<file path="src/rtl/pingpong_frame_sched_pkg.sv">
// pingpong_pkg: types and constants shared by the ping-pong frame scheduler.
//   bank_state_e   - per-bank ownership state (FREE, FILLING, FULL, READING)
//   BANK_BITS      - width of a bank select (two banks -> 1 bit)
//   DROP_STALL     - DROP_MODE value: writer waits when no bank is free
//   DROP_OVERWRITE - DROP_MODE value: writer overwrites the oldest unread frame
package pingpong_pkg;

    localparam int BANK_BITS      = 1;
    localparam int DROP_STALL     = 0;
    localparam int DROP_OVERWRITE = 1;

    typedef enum logic [1:0] {
        FREE    = 2'd0,
        FILLING = 2'd1,
        FULL    = 2'd2,
        READING = 2'd3
    } bank_state_e;

endpackage

</file>
<file path="src/rtl/pingpong_frame_sched_if.sv">
// pingpong_frame_sched_if: bundle between the scheduler and the writer/reader side.
//   master : drives clear, wr_done, rd_done, wr_addr, rd_addr
//   slave  : the scheduler; drives BRAM addresses, writer gate, reader launch,
//            counters and the per-bank debug state
//
// Pulse semantics: wr_done, rd_done and rd_start are single-cycle event strobes
// with no back-pressure. An event is taken on the rising aclk edge where its strobe
// is high; wr_done is ignored while wr_run_en is low and rd_done is ignored while
// rd_active is low. rd_start marks the first cycle the reader owns rd_bank.
interface pingpong_frame_sched_if #(
    parameter int ADDR_W = 17,
    parameter int CNT_W  = 16
);
    import pingpong_pkg::*;

    logic                        clear;
    logic                        wr_done;
    logic                        rd_done;
    logic [ADDR_W-1:0]           wr_addr;
    logic [ADDR_W-1:0]           rd_addr;
    logic [ADDR_W:0]             bram_addra;
    logic [ADDR_W:0]             bram_addrb;
    logic                        wr_run_en;
    logic                        rd_start;
    logic                        rd_active;
    logic [BANK_BITS-1:0]        wr_bank;
    logic [BANK_BITS-1:0]        rd_bank;
    logic [CNT_W-1:0]            frames_out;
    logic [CNT_W-1:0]            frames_dropped;
    bank_state_e                 bank_state0;
    bank_state_e                 bank_state1;

    modport master (
        output clear, wr_done, rd_done, wr_addr, rd_addr,
        input  bram_addra, bram_addrb, wr_run_en, rd_start, rd_active,
               wr_bank, rd_bank, frames_out, frames_dropped, bank_state0, bank_state1
    );

    modport slave (
        input  clear, wr_done, rd_done, wr_addr, rd_addr,
        output bram_addra, bram_addrb, wr_run_en, rd_start, rd_active,
               wr_bank, rd_bank, frames_out, frames_dropped, bank_state0, bank_state1
    );

endinterface

</file>
<file path="src/rtl/pingpong_frame_sched_sat_counter.sv">
// sat_counter: event counter with synchronous clear.
//   clk, rst  - clock, asynchronous active-high reset
//   clr       - synchronous clear (wins over inc)
//   inc       - count one event this cycle
//   count     - current value; wraps at 2^CNT_W, or holds at all-ones when SATURATE
module sat_counter #(
    parameter int CNT_W    = 16,
    parameter bit SATURATE = 1'b0
) (
    input  logic             clk,
    input  logic             rst,
    input  logic             clr,
    input  logic             inc,
    output logic [CNT_W-1:0] count
);

    localparam logic [CNT_W-1:0] ONE = {{(CNT_W-1){1'b0}}, 1'b1};

    always_ff @(posedge clk or posedge rst) begin
        if (rst) begin
            count <= '0;
        end else if (clr) begin
            count <= '0;
        end else if (inc && !(SATURATE && (&count))) begin
            count <= count + ONE;
        end
    end

endmodule

</file>
<file path="src/rtl/pingpong_frame_sched.sv">
// pingpong_frame_sched: double-buffer scheduler splitting one BRAM into two frame
// banks (address MSB = bank). The writer fills one bank while the reader streams
// the other; ownership moves on wr_done / rd_done.
//   aclk, areset - clock, asynchronous active-high reset
//   bus (slave)  - clear/wr_done/rd_done/addresses in; BRAM addresses, wr_run_en,
//                  rd_start, rd_active, bank selects, counters, bank debug state out
module pingpong_frame_sched
    import pingpong_pkg::*;
#(
    parameter int ADDR_W    = 17,
    parameter int DROP_MODE = DROP_STALL,
    parameter int CNT_W     = 16
) (
    input logic                   aclk,
    input logic                   areset,
    pingpong_frame_sched_if.slave bus
);

    bank_state_e          st_q [2];
    bank_state_e          st_n [2];
    logic [BANK_BITS-1:0] wr_bank_q, wr_bank_n;
    logic [BANK_BITS-1:0] rd_bank_q, rd_bank_n;
    logic [BANK_BITS-1:0] wr_other, free_bank, launch_bank;
    logic                 run_q, run_n;
    logic                 active_q, active_n;
    logic                 start_q, start_n;
    logic                 wr_ev, rd_ev, launch_ok;
    logic                 inc_out, inc_drop;

    // Events are resolved in order: read release, write completion, writer
    // re-homing, reader launch. Each later step sees the earlier results, which is
    // what gives the one-cycle wr_done -> rd_start latency and lets a simultaneous
    // wr_done/rd_done hand the freed bank straight to the writer.
    always_comb begin
        st_n        = st_q;
        wr_bank_n   = wr_bank_q;
        rd_bank_n   = rd_bank_q;
        run_n       = run_q;
        active_n    = active_q;
        start_n     = 1'b0;
        inc_out     = 1'b0;
        inc_drop    = 1'b0;
        free_bank   = '0;
        launch_bank = '0;
        launch_ok   = 1'b0;
        wr_other    = ~wr_bank_q;
        wr_ev       = bus.wr_done & run_q;
        rd_ev       = bus.rd_done & active_q;

        if (rd_ev) begin
            st_n[rd_bank_q] = FREE;
            active_n        = 1'b0;
            inc_out         = 1'b1;
        end

        if (wr_ev) begin
            // In overwrite mode the writer may be recirculating inside a bank that
            // already holds an unread frame; completing over it loses that frame.
            if (st_q[wr_bank_q] == FULL) begin
                inc_drop = 1'b1;
            end
            st_n[wr_bank_q] = FULL;
            if (st_n[wr_other] == FREE) begin
                st_n[wr_other] = FILLING;
                wr_bank_n      = wr_other;
            end else if (DROP_MODE == DROP_OVERWRITE && st_n[wr_other] == FULL) begin
                st_n[wr_other] = FILLING;
                wr_bank_n      = wr_other;
                inc_drop       = 1'b1;
            end else if (DROP_MODE == DROP_STALL) begin
                run_n = 1'b0;
            end
            // Otherwise (overwrite mode, other bank READING): the reading bank is
            // untouchable, so the writer keeps going in the bank it just completed.
        end

        // A writer without a FILLING bank (stalled, or recirculating over a FULL
        // bank) takes any bank that has just become free.
        if (st_n[0] != FILLING && st_n[1] != FILLING &&
            (st_n[0] == FREE || st_n[1] == FREE)) begin
            free_bank       = (st_n[0] == FREE) ? 1'b0 : 1'b1;
            st_n[free_bank] = FILLING;
            wr_bank_n       = free_bank;
            run_n           = 1'b1;
        end

        // Reader launch prefers the bank the writer is not on.
        if (!active_n) begin
            if (st_n[~wr_bank_n] == FULL) begin
                launch_ok   = 1'b1;
                launch_bank = ~wr_bank_n;
            end else if (st_n[wr_bank_n] == FULL) begin
                launch_ok   = 1'b1;
                launch_bank = wr_bank_n;
            end
            if (launch_ok) begin
                st_n[launch_bank] = READING;
                rd_bank_n         = launch_bank;
                active_n          = 1'b1;
                start_n           = 1'b1;
            end
        end

        if (bus.clear) begin
            st_n[0]   = FILLING;
            st_n[1]   = FREE;
            wr_bank_n = '0;
            rd_bank_n = '0;
            run_n     = 1'b1;
            active_n  = 1'b0;
            start_n   = 1'b0;
            inc_out   = 1'b0;
            inc_drop  = 1'b0;
        end
    end

    always_ff @(posedge aclk or posedge areset) begin
        if (areset) begin
            st_q[0]   <= FILLING;
            st_q[1]   <= FREE;
            wr_bank_q <= '0;
            rd_bank_q <= '0;
            run_q     <= 1'b1;
            active_q  <= 1'b0;
            start_q   <= 1'b0;
        end else begin
            st_q      <= st_n;
            wr_bank_q <= wr_bank_n;
            rd_bank_q <= rd_bank_n;
            run_q     <= run_n;
            active_q  <= active_n;
            start_q   <= start_n;
        end
    end

    sat_counter #(.CNT_W(CNT_W), .SATURATE(1'b0)) u_frames_out (
        .clk   (aclk),
        .rst   (areset),
        .clr   (bus.clear),
        .inc   (inc_out),
        .count (bus.frames_out)
    );

    sat_counter #(.CNT_W(CNT_W), .SATURATE(1'b1)) u_frames_dropped (
        .clk   (aclk),
        .rst   (areset),
        .clr   (bus.clear),
        .inc   (inc_drop),
        .count (bus.frames_dropped)
    );

    assign bus.bram_addra  = {wr_bank_q, bus.wr_addr};
    assign bus.bram_addrb  = {rd_bank_q, bus.rd_addr};
    assign bus.wr_run_en   = run_q;
    assign bus.rd_active   = active_q;
    assign bus.wr_bank     = wr_bank_q;
    assign bus.rd_bank     = rd_bank_q;
    // A launch pulse that would coincide with a soft reset is suppressed, so the
    // reader never starts on a bank that clear is about to reclaim.
    assign bus.rd_start    = start_q & ~bus.clear;
    assign bus.bank_state0 = st_q[0];
    assign bus.bank_state1 = st_q[1];

endmodule

</file>
<file path="src/flat_wrapper.sv">
// flat-port wrapper written by rule: the top's interface ports become plain ports
module pingpong_frame_sched_flat import pingpong_pkg::*;
#(
    parameter int ADDR_W    = 17,
    parameter int DROP_MODE = DROP_STALL,
    parameter int CNT_W     = 16
)
  (aclk, areset, bus_clear, bus_wr_done, bus_rd_done, bus_wr_addr, bus_rd_addr, bus_bram_addra, bus_bram_addrb, bus_wr_run_en, bus_rd_start, bus_rd_active, bus_wr_bank, bus_rd_bank, bus_frames_out, bus_frames_dropped, bus_bank_state0, bus_bank_state1);
  pingpong_frame_sched_if #(.ADDR_W(ADDR_W), .CNT_W(CNT_W)) bus_i ();
  input logic aclk;
  input logic areset;
  input wire logic [$bits(bus_i.clear)-1:0] bus_clear;
  input wire logic [$bits(bus_i.wr_done)-1:0] bus_wr_done;
  input wire logic [$bits(bus_i.rd_done)-1:0] bus_rd_done;
  input wire logic [$bits(bus_i.wr_addr)-1:0] bus_wr_addr;
  input wire logic [$bits(bus_i.rd_addr)-1:0] bus_rd_addr;
  output wire logic [$bits(bus_i.bram_addra)-1:0] bus_bram_addra;
  output wire logic [$bits(bus_i.bram_addrb)-1:0] bus_bram_addrb;
  output wire logic [$bits(bus_i.wr_run_en)-1:0] bus_wr_run_en;
  output wire logic [$bits(bus_i.rd_start)-1:0] bus_rd_start;
  output wire logic [$bits(bus_i.rd_active)-1:0] bus_rd_active;
  output wire logic [$bits(bus_i.wr_bank)-1:0] bus_wr_bank;
  output wire logic [$bits(bus_i.rd_bank)-1:0] bus_rd_bank;
  output wire logic [$bits(bus_i.frames_out)-1:0] bus_frames_out;
  output wire logic [$bits(bus_i.frames_dropped)-1:0] bus_frames_dropped;
  output wire logic [$bits(bus_i.bank_state0)-1:0] bus_bank_state0;
  output wire logic [$bits(bus_i.bank_state1)-1:0] bus_bank_state1;
  assign bus_i.clear = bus_clear;
  assign bus_i.wr_done = bus_wr_done;
  assign bus_i.rd_done = bus_rd_done;
  assign bus_i.wr_addr = bus_wr_addr;
  assign bus_i.rd_addr = bus_rd_addr;
  assign bus_bram_addra = bus_i.bram_addra;
  assign bus_bram_addrb = bus_i.bram_addrb;
  assign bus_wr_run_en = bus_i.wr_run_en;
  assign bus_rd_start = bus_i.rd_start;
  assign bus_rd_active = bus_i.rd_active;
  assign bus_wr_bank = bus_i.wr_bank;
  assign bus_rd_bank = bus_i.rd_bank;
  assign bus_frames_out = bus_i.frames_out;
  assign bus_frames_dropped = bus_i.frames_dropped;
  assign bus_bank_state0 = bus_i.bank_state0;
  assign bus_bank_state1 = bus_i.bank_state1;
  pingpong_frame_sched #(.ADDR_W(ADDR_W), .DROP_MODE(DROP_MODE), .CNT_W(CNT_W)) u_core (.aclk(aclk), .areset(areset), .bus(bus_i));
endmodule
</file>
<file path="config.mk">
export PLATFORM = sky130hd
export DESIGN_NAME = pingpong_frame_sched_flat
export DESIGN_NICKNAME = d
export VERILOG_FILES = /design/src/rtl/pingpong_frame_sched_pkg.sv /design/src/rtl/pingpong_frame_sched_if.sv /design/src/rtl/pingpong_frame_sched_sat_counter.sv /design/src/rtl/pingpong_frame_sched.sv /design/src/flat_wrapper.sv
export SDC_FILE = /design/constraint.sdc
export NUM_CORES = 1
export LEC_CHECK = 0
export CAP_MARGIN = 5
export CORE_ASPECT_RATIO = 1.75
export CORE_MARGIN = 8
export CORE_UTILIZATION = 30
export DETAILED_ROUTE_END_ITERATION = 10
export GPL_ROUTABILITY_DRIVEN = 1
export GPL_TIMING_DRIVEN = 0
export MAX_ROUTING_LAYER = met4
export SYNTH_ARGS = -nofsm -noshare
export SYNTH_HDL_FRONTEND = slang
export SYNTH_SLANG_ARGS = --single-unit
</file>
<file path="constraint.sdc">
create_clock -name aclk -period 1.55 [get_ports aclk]
set_input_delay 0.31 -clock aclk [delete_from_list [all_inputs] [get_ports aclk]]
set_output_delay 0.31 -clock aclk [all_outputs]
set_load 0.02 [all_outputs]
</file>
==> metrics.txt <==
Yosys reg bits 41; placed inst area 3680 um^2; Root Buffer clkbuf_16; commonest non-fill, non-tap cell in the layout buf_4; ranking of synthesized cells by area dfrtp_1 37%, buf_4 11%, nor2_1 5.9%, xnor2_1 5.4%, xor2_1 4.0%; Worst-Margin Slew 586 ps; n_diodes 0; GRT Total Usage 0.140; Via density 4.89; period utilization 1.06; CTS tree built; antenna violations before repair 0; Power Density 858 nW/um^2; Layout Nets 447; outcome finished, violations left; IO Port Bufs 80; Fillers 879; final hold vios 0; Arrival @ worst endpoint 1340 ps; syn avg cell area 9.19 um^2; WS Path Type in2out; setup_tns -616 ps; Final WS setup -98.5 ps; CP Launch Type input port; failing checks negative setup slack; Mapped Area 2610 um^2; Die ar. 12100 um^2; core outline area 8560 um^2; multi-input logic area 1450 um^2; cts bufs inserted 5; reg2reg path depth 6; Horiz. Die Dim 86.5 um; drt initial violations 106; count of final setup violators 15; Max-Cap Viols 0; GRT overflow 0; drt total wl 8400 um; Syn. warnings 0; count of pins over their slew limit 0; area grow syn2layout 61.9%; Post-synth EDFFs 0; FF-to-FF End u_core.u_frames_dropped.count[9]; area leader, netlist dfrtp_1; H-tree Lvls 2; first-pass GRT wire length 13100 um; later-pin clock latency in the skew report 290 ps; Distinct cells, synth 46; drt wl/cell 16.0 um; Top FF cell, synth dfrtp_1; # IOs 116; global placement routability congestion 0.814; Rows 45; clk sinks 41; Crit. End Element primary output; syn nets 325; most frequent cells in the layout 68 x buf_4, 40 x nor2_1, 40 x dlygate4sd2_1; Synth top area share 0.374; Critical Path Fanout Max 10; skew final 6.51 ps; Max rail drop VDD 0.445 mV; CP required 1240 ps; total leakage power 1.84 nW; clock-pin slew on the worst setup and hold paths 70 ps; CTS Buffer Depth 2; Post-Syn Instances 284; vias in the first global route 2675; vias 2561; Pre-Repair DR Iteration Count 4; chip height 139 um; Hold Path Class in2async; RR Startpoint u_core.bus.bank_state1[1]; antenna viol nets, final 0; final routed DRC violation total 0; r2r setup slk -80 ps; Final Critical Period 1650 ps; FMAX 607 MHz; post-synthesis sequential area ratio 0.394; RSZ-0062 raised after global routing yes; layout cells sized above 1 0.413; detailed placement HPWL 5950 um; largest net degree at the start of global routing 31; Initial Util 0.305; post-layout instance area 4230 um^2; FF+latch area 1060 um^2; async set-reset flop share out of synthesis 1.00; normalized max-slew margin 0.609
-- per-stage QoR --
stage	instances	setup WS (ps)	hold WS (ps)	utilization	total power, W
after floorplan	284	-30.5	495	-	0.00184
final	524	-98.5	280	0.494	0.00362
after CTS	511	-72.1	285	0.469	0.00343
after global routing	524	-164	304	0.494	0.00379
after global placement	481	-843	520	0.427	0.00222
after detailed placement	482	-594	531	0.430	0.00224
-- synthesized netlist by cell type (all sizes together) (4+ instances only) --
library cell,number
nor3,7
xor2,12
nor4,6
a21oi,11
buf,42
and2,4
inv,5
clkbuf,6
o21ai,9
dfrtp,39
and4,4
nor3b,4
and3,5
xnor2,16
nor2,41
nand3,9
nand2,22
a211oi,6
nand4,10
-- cell type report --
cell class / count / share of cell area
Timing Repair Buffer: 117 / 0.250
Tap cell: 117 / 0.0346
Buffer: 46 / 0.0817
Sequential cell: 41 / 0.251
Clock buffer: 5 / 0.0296
Inverter: 5 / 0.00444
Clock inverter: 3 / 0.00503
Multi-Input combinational cell: 190 / 0.344
-- power by group --
part	total [W]	internal [W]	switching [W]
registers	0.00124	0.00115	0.0000909
logic	0.00132	0.000651	0.000669
clock network	0.00106	0.000600	0.000464
total	0.00362	0.00240	0.00122
-- layer usage --
layer	global-route usage	part of all wire	vias to the layer above
li1	-	-	1182
met1	0.137	0.36	1217
met2	0.239	0.52	138
met3	0.0330	0.082	24
met4	0.0904	0.036	0
met5	-	0	-
-- timing repair --
item                       CTS  global route
gates cloned                 2             0
hold buffers                 0             0
buffers inserted            20            14
hold endpoints to repair     0             0
pin swaps                   15            13
setup endpoints to repair   75            30
resized for setup           74            35
-- registers in the layout, indices dropped and copies added, names as in the netlist --
register,flops
u_core.u_frames_out.count,16
u_core.bus.wr_run_en,1
u_core.bus.bank_state0,2
u_core.u_frames_dropped.count,16
u_core.bus.wr_bank,1
u_core.bus.rd_active,1
u_core.start_q,1
u_core.bus.rd_bank,1
u_core.bus.bank_state1,2
-- kinds of logic (layout without fill, tap and decap cells) --
kind of cell / after synthesis / in the layout / synth area share
buffers and inverters: 53 / 176 / 0.135
XOR/XNOR: 28 / 28 / 0.0940
flip-flops: 41 / 41 / 0.394
AND/OR/NAND/NOR: 125 / 125 / 0.272
AO/OA/AOI/OAI: 35 / 35 / 0.0954
adder cells (fa/ha/maj): 2 / 2 / 0.00959
-- worst max-delay path, stage by stage --
cell and delay (ps):
clkbuf_1 280, clkbuf_4 330, nor2b_1 90, dlygate4sd2_1 330
-- worst max path at each step --
stage | from | end | slack [ps]
final | bus_clear | bus_rd_start | -100
after global routing | u_core.u_frames_dropped.count[0] | u_core.u_frames_dropped.count[7] | -160
after CTS | u_core.u_frames_dropped.count[0] | u_core.u_frames_dropped.count[7] | -70
after detailed placement | bus_rd_done | u_core.u_frames_out.count[10] | -590
after global placement | areset | u_core.u_frames_dropped.count[8] | -840
after floorplan | u_core.u_frames_dropped.count[0] | u_core.u_frames_dropped.count[0] | -30
Power figures use the tool's default switching activity.
